[src/rtl/stopwatch_scan_display.sv]
// Six-digit multiplexed seven-segment driver for the stopwatch core.
// Snapshots the BCD time once per scan frame, with lap-hold, zero blanking and dash rendering.
module stopwatch_scan_display #(
  parameter int unsigned SCAN_DIV = 50000
) (
  input  logic       clk_core,
  input  logic       rst,
  input  logic [7:0] min_i,
  input  logic [7:0] sec_i,
  input  logic [7:0] ms_10_i,
  input  logic       hold,
  input  logic       blank_lz,
  output logic [5:0] an_o,
  output logic [6:0] seg_o,
  output logic       dp_o,
  output logic       frame_o
);

  localparam int unsigned DW = (SCAN_DIV > 1) ? $clog2(SCAN_DIV) : 1;

  logic [DW-1:0] div_cnt;
  logic [2:0]    idx;
  logic [7:0]    snap_min, snap_sec, snap_ms;
  logic          tick;
  logic          capture;
  logic [3:0]    nibble;
  logic [5:0]    an_next;
  logic [6:0]    seg_next;
  logic          dp_next;

  assign tick    = (div_cnt == DW'(SCAN_DIV - 1));
  assign capture = tick && (idx == 3'd5) && !hold;

  always_ff @(posedge clk_core) begin
    if (rst) begin
      div_cnt  <= '0;
      idx      <= '0;
      snap_min <= '0;
      snap_sec <= '0;
      snap_ms  <= '0;
      an_o     <= '1;
      seg_o    <= '1;
      dp_o     <= 1'b1;
      frame_o  <= 1'b0;
    end else begin
      div_cnt <= tick ? '0 : div_cnt + 1'b1;
      if (tick) idx <= (idx == 3'd5) ? '0 : idx + 3'd1;
      frame_o <= capture;
      if (capture) begin
        snap_min <= min_i;
        snap_sec <= sec_i;
        snap_ms  <= ms_10_i;
      end
      an_o  <= an_next;
      seg_o <= seg_next;
      dp_o  <= dp_next;
    end
  end

  always_comb begin
    nibble  = snap_ms[3:0];
    an_next = '1;
    dp_next = 1'b1;
    case (idx)
      3'd0: begin nibble = snap_ms[3:0];  an_next = 6'b111110; end
      3'd1: begin nibble = snap_ms[7:4];  an_next = 6'b111101; end
      3'd2: begin nibble = snap_sec[3:0]; an_next = 6'b111011; dp_next = 1'b0; end
      3'd3: begin nibble = snap_sec[7:4]; an_next = 6'b110111; end
      3'd4: begin nibble = snap_min[3:0]; an_next = 6'b101111; dp_next = 1'b0; end
      3'd5: begin nibble = snap_min[7:4]; an_next = 6'b011111; end
      default: begin nibble = 4'd0; an_next = '1; end
    endcase

    case (nibble)
      4'd0:    seg_next = 7'b1000000;
      4'd1:    seg_next = 7'b1111001;
      4'd2:    seg_next = 7'b0100100;
      4'd3:    seg_next = 7'b0110000;
      4'd4:    seg_next = 7'b0011001;
      4'd5:    seg_next = 7'b0010010;
      4'd6:    seg_next = 7'b0000010;
      4'd7:    seg_next = 7'b1111000;
      4'd8:    seg_next = 7'b0000000;
      4'd9:    seg_next = 7'b0010000;
      default: seg_next = 7'b0111111;
    endcase

    // Blanked minute-tens keeps its anode enabled so the scan duty stays uniform.
    if ((idx == 3'd5) && blank_lz && (nibble == 4'd0)) begin
      seg_next = '1;
      dp_next  = 1'b1;
    end
  end

endmodule

[config.mk]
export PLATFORM = sky130hd
export DESIGN_NAME = stopwatch_scan_display
export DESIGN_NICKNAME = d
export VERILOG_FILES = /design/src/rtl/stopwatch_scan_display.sv
export SDC_FILE = /design/constraint.sdc
export NUM_CORES = 1
export LEC_CHECK = 0
export ABC_AREA = 0
export CAP_MARGIN = 20
export CORE_MARGIN = 1
export CORE_UTILIZATION = 52
export DETAILED_ROUTE_END_ITERATION = 12
export GPL_ROUTABILITY_DRIVEN = 1
export PLACE_DENSITY_LB_ADDON = 0.12
export SLEW_MARGIN = 10
export SYNTH_ARGS = -nofsm -noshare
export SYNTH_HDL_FRONTEND = slang
export SYNTH_SLANG_ARGS = --single-unit
[constraint.sdc]
create_clock -name clk_core -period 2.8 [get_ports clk_core]
set_input_delay 0.56 -clock clk_core [delete_from_list [all_inputs] [get_ports clk_core]]
set_output_delay 0.56 -clock clk_core [all_outputs]
set_load 0.02 [all_outputs]
# Word level (Yosys, flattened, before mapping)

Memory sizes are Yosys's and may differ from the RTL's. A register that Yosys moved wholly into a read port is not among the register bits.
Index checks and enable logic that the tools add are counted.

Output and inout bits: 15
ROM bits: 112
Logic and storage cells: 31
Memories kept: 1
Flip-flop bits (word level): 51
Input port bits: 28

Memories:

| memory           | words | width | rd ports | clocked after memory_dff | wr ports | line | source |
|---|---|---|---|---|---|---|---|
| (name not given) | 16    | 7     | 1        | 1                        | 0        | 74   | `case (nibble)` |

Equal/unequal tests: 6
Add/subtract/negate cells: 2
Reduce and logical (&&, ||, !) cells: 10
Muxes and demuxes: 4

Operators with widths:

| kind                    | count |
|---|---|
| $pmux W6 S6             | 1 |
| $pmux W4 S6             | 1 |
| $add A16 B1 Y16 const B | 1 |
| $eq A16 B16 Y1 const B  | 1 |
| $eq A3 B2 Y1 const B    | 2 |
| $eq A3 B3 Y1 const B    | 2 |
| $reduce_or A2 Y1        | 3 |
| $logic_and A1 B1 Y1     | 4 |
| $logic_not A4 Y1        | 1 |
| $add A3 B1 Y3 const B   | 1 |
| $eq A3 B1 Y1 const B    | 1 |
| $logic_not A3 Y1        | 1 |
| $mux W3                 | 1 |
| $logic_not A1 Y1        | 1 |
| $mux W1                 | 1 |

# Logic depth before layout (Yosys ltp)

Depth in word-level cells: 5
Gate-level depth with buffers: 13
Mapped depth without buffers: 12

# Worst setup path before layout

OpenSTA, ideal clock, no wires.

Kind: flip-flop to flip-flop
Start: register idx[0]
End: register seg_o[5]
Arrival: 2.472 ns
Clock period less this slack: 2.592 ns
Slack: 0.208 ns
Cell stages (with the launch flop): 14
Path buffers: 1
Path through: dfxtp_1 > clkbuf_1 > inv_1 > nor2_1 > ha_1 > a22o_1 > a211oi_1 > nor2_1 > inv_1 > ha_1 > nand3_1 > nor3_1 > a211o_1 > o31a_1

Longest elaborated chain between the ends: 5
Elaborated cells on any way between the ends: 11
Those cells by class: eq/ne: 5; mux: 1; reduce/logical: 5

Ends and longest elaborated chain:

| element                              | line   | source |
|---|---|---|
| start, declared                      | 22     | `logic [2:0] idx;` |
| start signal, assigned               | 47     | `if (tick) idx <= (idx == 3'd5) ? '0 : idx + 3'd1;` |
| $eq A3 B3 Y1 (tied with other cells) | 64, 89 |  |
| $pmux W4 S6                          | 64     | `case (idx)` |
| $logic_not A4 Y1                     | 89     | `if ((idx == 3'd5) && blank_lz && (nibble == 4'd0)) begin` |
| $logic_and A1 B1 Y1                  | 89     |  |
| $reduce_or A2 Y1 (no source line)    | -      |  |
| end, declared                        | 14     | `output logic [6:0] seg_o,` |

Several ways; a longest one is shown, not always the timed one.
A chain may end at the register's enable or synchronous reset.

# Final worst setup path

Start: register idx[1]
End: register seg_o[5]

The elaborated chain is that of the path after synthesis.

==> impl_metrics.py <==
metrics = {
    "outcome": {
        "status": "finished clean",
    },
    "route": {
        "wl_um": 5130,
        "antenna_left": 0,
        "dr.pass1.iters": 4,
        "route.detailed.drc": 0,
        "num_vias": 2106,
        "viasPerCell": 5.14,
        "first_iter_violations": 134,
        "wl_per_cell_um": 12.5,
    },
    "placed_design": {
        "placed_cell_area_um2": 3000,
        "pre_cts_ws_ps": 230,
        "dp_hpwl_um": 3700,
        "gp_congestion": 0.935,
        "port_buffers": 42,
    },
    "worst_setup_path": {
        "critPathMaxStageDelay_ps": 420,
        "reg2reg_from": "idx[1]",
        "r2r-end": "seg_o[5]",
        "setup.worst_path.start_class": "register",
        "worst-setup-path-type": "register to register",
        "worstSetupEndpointType": "register",
        "crit_buf_inv": 2,
        "path_cells": "inv_1 > nor2_1 > ha_1 > nor3_1 > nor2_1 > inv_1 > ha_1 > nand3_1 > nor3_2 > a211o_1 > o31a_1",
        "cp_slowest_cell": "dfxtp_1",
        "reg2reg_slack_ps": 250,
        "worstPathArrival_ps": 2770,
        "cp_max_fo": 7,
        "worst_ep_required_time_ps": 3020,
        "crit_family": "simple AND/OR/NAND/NOR gates",
        "worstRegToRegCells": 11,
    },
    "synthesis": {
        "syn_nets": 332,
        "synthFlopType": "dfxtp_1",
        "synth_enable_flop_cells": 0,
        "syn-cell-area_um2": 2540,
        "synth-seq-cells": 58,
        "synth.top_cell.area_share_pct": 45.7,
        "async_flop_share_pct": 0,
        "synth_warnings": 0,
        "ys_types": 44,
        "avgSynthCellArea_um2": 8.58,
        "synth_seq_area_share_pct": 45.7,
        "synth_top_area_cell": "dfxtp_1",
        "synth_common_cells": "61 x nand2_1, 58 x dfxtp_1, 30 x a21oi_1",
        "synthCells": 296,
        "yosysMostFrequentCell": "nand2_1",
        "synthTopCellsByArea": "dfxtp_1 46%, nand2_1 9.0%, a21oi_1 5.9%",
    },
    "floorplanning": {
        "core_um2": 4720,
        "die-area_um2": 5170,
        "ios": 43,
        "start_util_pct": 53.7,
        "fp.dieH_um": 71.9,
        "num_rows": 25,
        "die_x_um": 71.9,
    },
    "cells_and_area": {
        "insertedDiodeCount": 0,
        "final_area_um2": 3170,
        "nets": 377,
        "area_delta_synth_final_pct": 24.9,
        "utilization_pct": 67.2,
        "drive_gt1_share_pct": 7.58,
    },
    "sta": {
        "setup_viol": 0,
        "hold_violations": 0,
        "clock-skew-final_ps": 5.00,
        "slew_headroom_pct": 62.3,
        "period_needed_ps": 2550,
        "tns_ps": 0,
        "period_share_pct": 91.1,
        "grt_setup_unrepaired": "no",
        "worst_pin_slew_ps": 566,
        "finalMaxSlewViolations": 0,
        "fin_ws_ps": 249,
        "max_freq_mhz": 392,
    },
    "global_routing": {
        "antenna_found_initial": 0,
        "grt_pass1_wl_um": 8910,
        "grt_usage_pct": 22.5,
        "grt_pass1_vias": 2001,
        "gr-total-overflow": 0,
        "grt_max_degree": 26,
    },
    "clocking": {
        "cts_root_buf": "clkbuf_8",
        "ctsHoldBuffers": 0,
        "cts_buffer_depth": 2,
        "clock_latency_ps": 330,
        "cts.sinks": 58,
        "htree_levels": 3,
        "cts_tree": "done",
        "clkSlewWorstSetupHoldPaths_ps": 60,
        "cts_buffers": 9,
    },
    "pwr": {
        "leakagePower_nw": 1.14,
        "peakVddDrop_mv": 0.317,
        "power_density_nw_per_um2": 492,
    },
    "job": {
        "drv_cap": 0,
    },
    "min_path": {
        "min_from": "div_cnt[0]",
        "hold_class": "register to register",
        "min_delay_worst_endpoint": "div_cnt[0]",
        "hold_depth": 1,
    },
}
[report_power, final]
part | internal (W) | switching [W] | total, W
logic | 0.0000508 | 0.0000330 | 0.0000837
registers | 0.000835 | 0.00000385 | 0.000839
clock network | 0.000355 | 0.000285 | 0.000640
total | 0.00124 | 0.000321 | 0.00156
[registers in the layout, summed over array words and instances, names as in the netlist]
name / count
an_o: 6
div_cnt: 16
snap_ms: 8
seg_o: 7
snap_sec: 8
dp_o: 1
idx: 3
frame_o: 1
snap_min: 8
[worst max-delay path by stage]
stage | from | end | slack (ps) | depth (start not counted)
floorplan | idx[0] | seg_o[5] | 210 | 13
global placement | idx[2] | seg_o[5] | 300 | 11
CTS | idx[2] | seg_o[4] | 200 | 11
detailed placement | idx[2] | seg_o[4] | 230 | 11
global route | idx[1] | seg_o[5] | 40 | 12
finish | idx[1] | seg_o[5] | 250 | 11
[placed cells by master (no fill, tap or decap), types with 10 or more instances in the layout]
cell              n
dfxtp_1          58
nand3_1          10
nand2_1          61
a21oi_1          30
clkbuf_8         11
clkdlybuf4s50_1  42
nor2_1           27
[stage by stage]
step | hold WS (ps) | std cells | total power [W]
final | 446 | 410 | 0.00156
after CTS | 455 | 409 | 0.00157
after detailed placement | 447 | 396 | 0.000940
after floorplan | 418 | 296 | 0.000887
after global routing | 483 | 410 | 0.00161
after global placement | 432 | 396 | 0.000940
[per-layer routing]
layer | GRT usage (%) | up-vias | share of wire (%)
li1 | - | 1088 | -
met2 | 33.4 | 53 | 44
met5 | 0 | - | 0
met3 | 4.50 | 12 | 4.0
met1 | 30.6 | 953 | 49
met4 | 12.2 | 0 | 2.5
[final cells by class]
type / count / area, um2
Timing Repair Buffer: 50 / 480
Inverter: 8 / 30.0
Sequential cell: 58 / 1160
Multi-Input combinational cell: 214 / 1260
Tap cell: 67 / 83.8
Clock buffer: 13 / 159
Fill cell: 414 / 1550
[logic make-up (layout without fill, tap and decap cells)]
family	Yosys count	count (layout)	synth area share, %
adders and majority gates	8	8	3.94
AOI/OAI and AO/OA	48	48	11.5
and+or+nand+nor	137	137	25.7
xor gates and xnor gates	15	15	5.18
DFF	58	58	45.7
buffers and inverters	24	71	4.93
muxes	6	6	3.01
[worst reg2reg max path, cell delays in order (launching register included)]
cell and delay [ps]:
dfxtp_1 420, inv_1 110, nor2_1 150, ha_1 250, nor3_1 110, nor2_1 260
inv_1 120, ha_1 200, nand3_1 90, nor3_2 60, a211o_1 350, o31a_1 310
[what timing repair did]
| action | in CTS | in global routing |
|---|---|---|
| gates resized for setup | 0 | 1 |
| buffers inserted | 0 | 1 |
| setup endpoints to repair | 0 | 7 |
No activity file was read; power rests on OpenSTA's default activity.
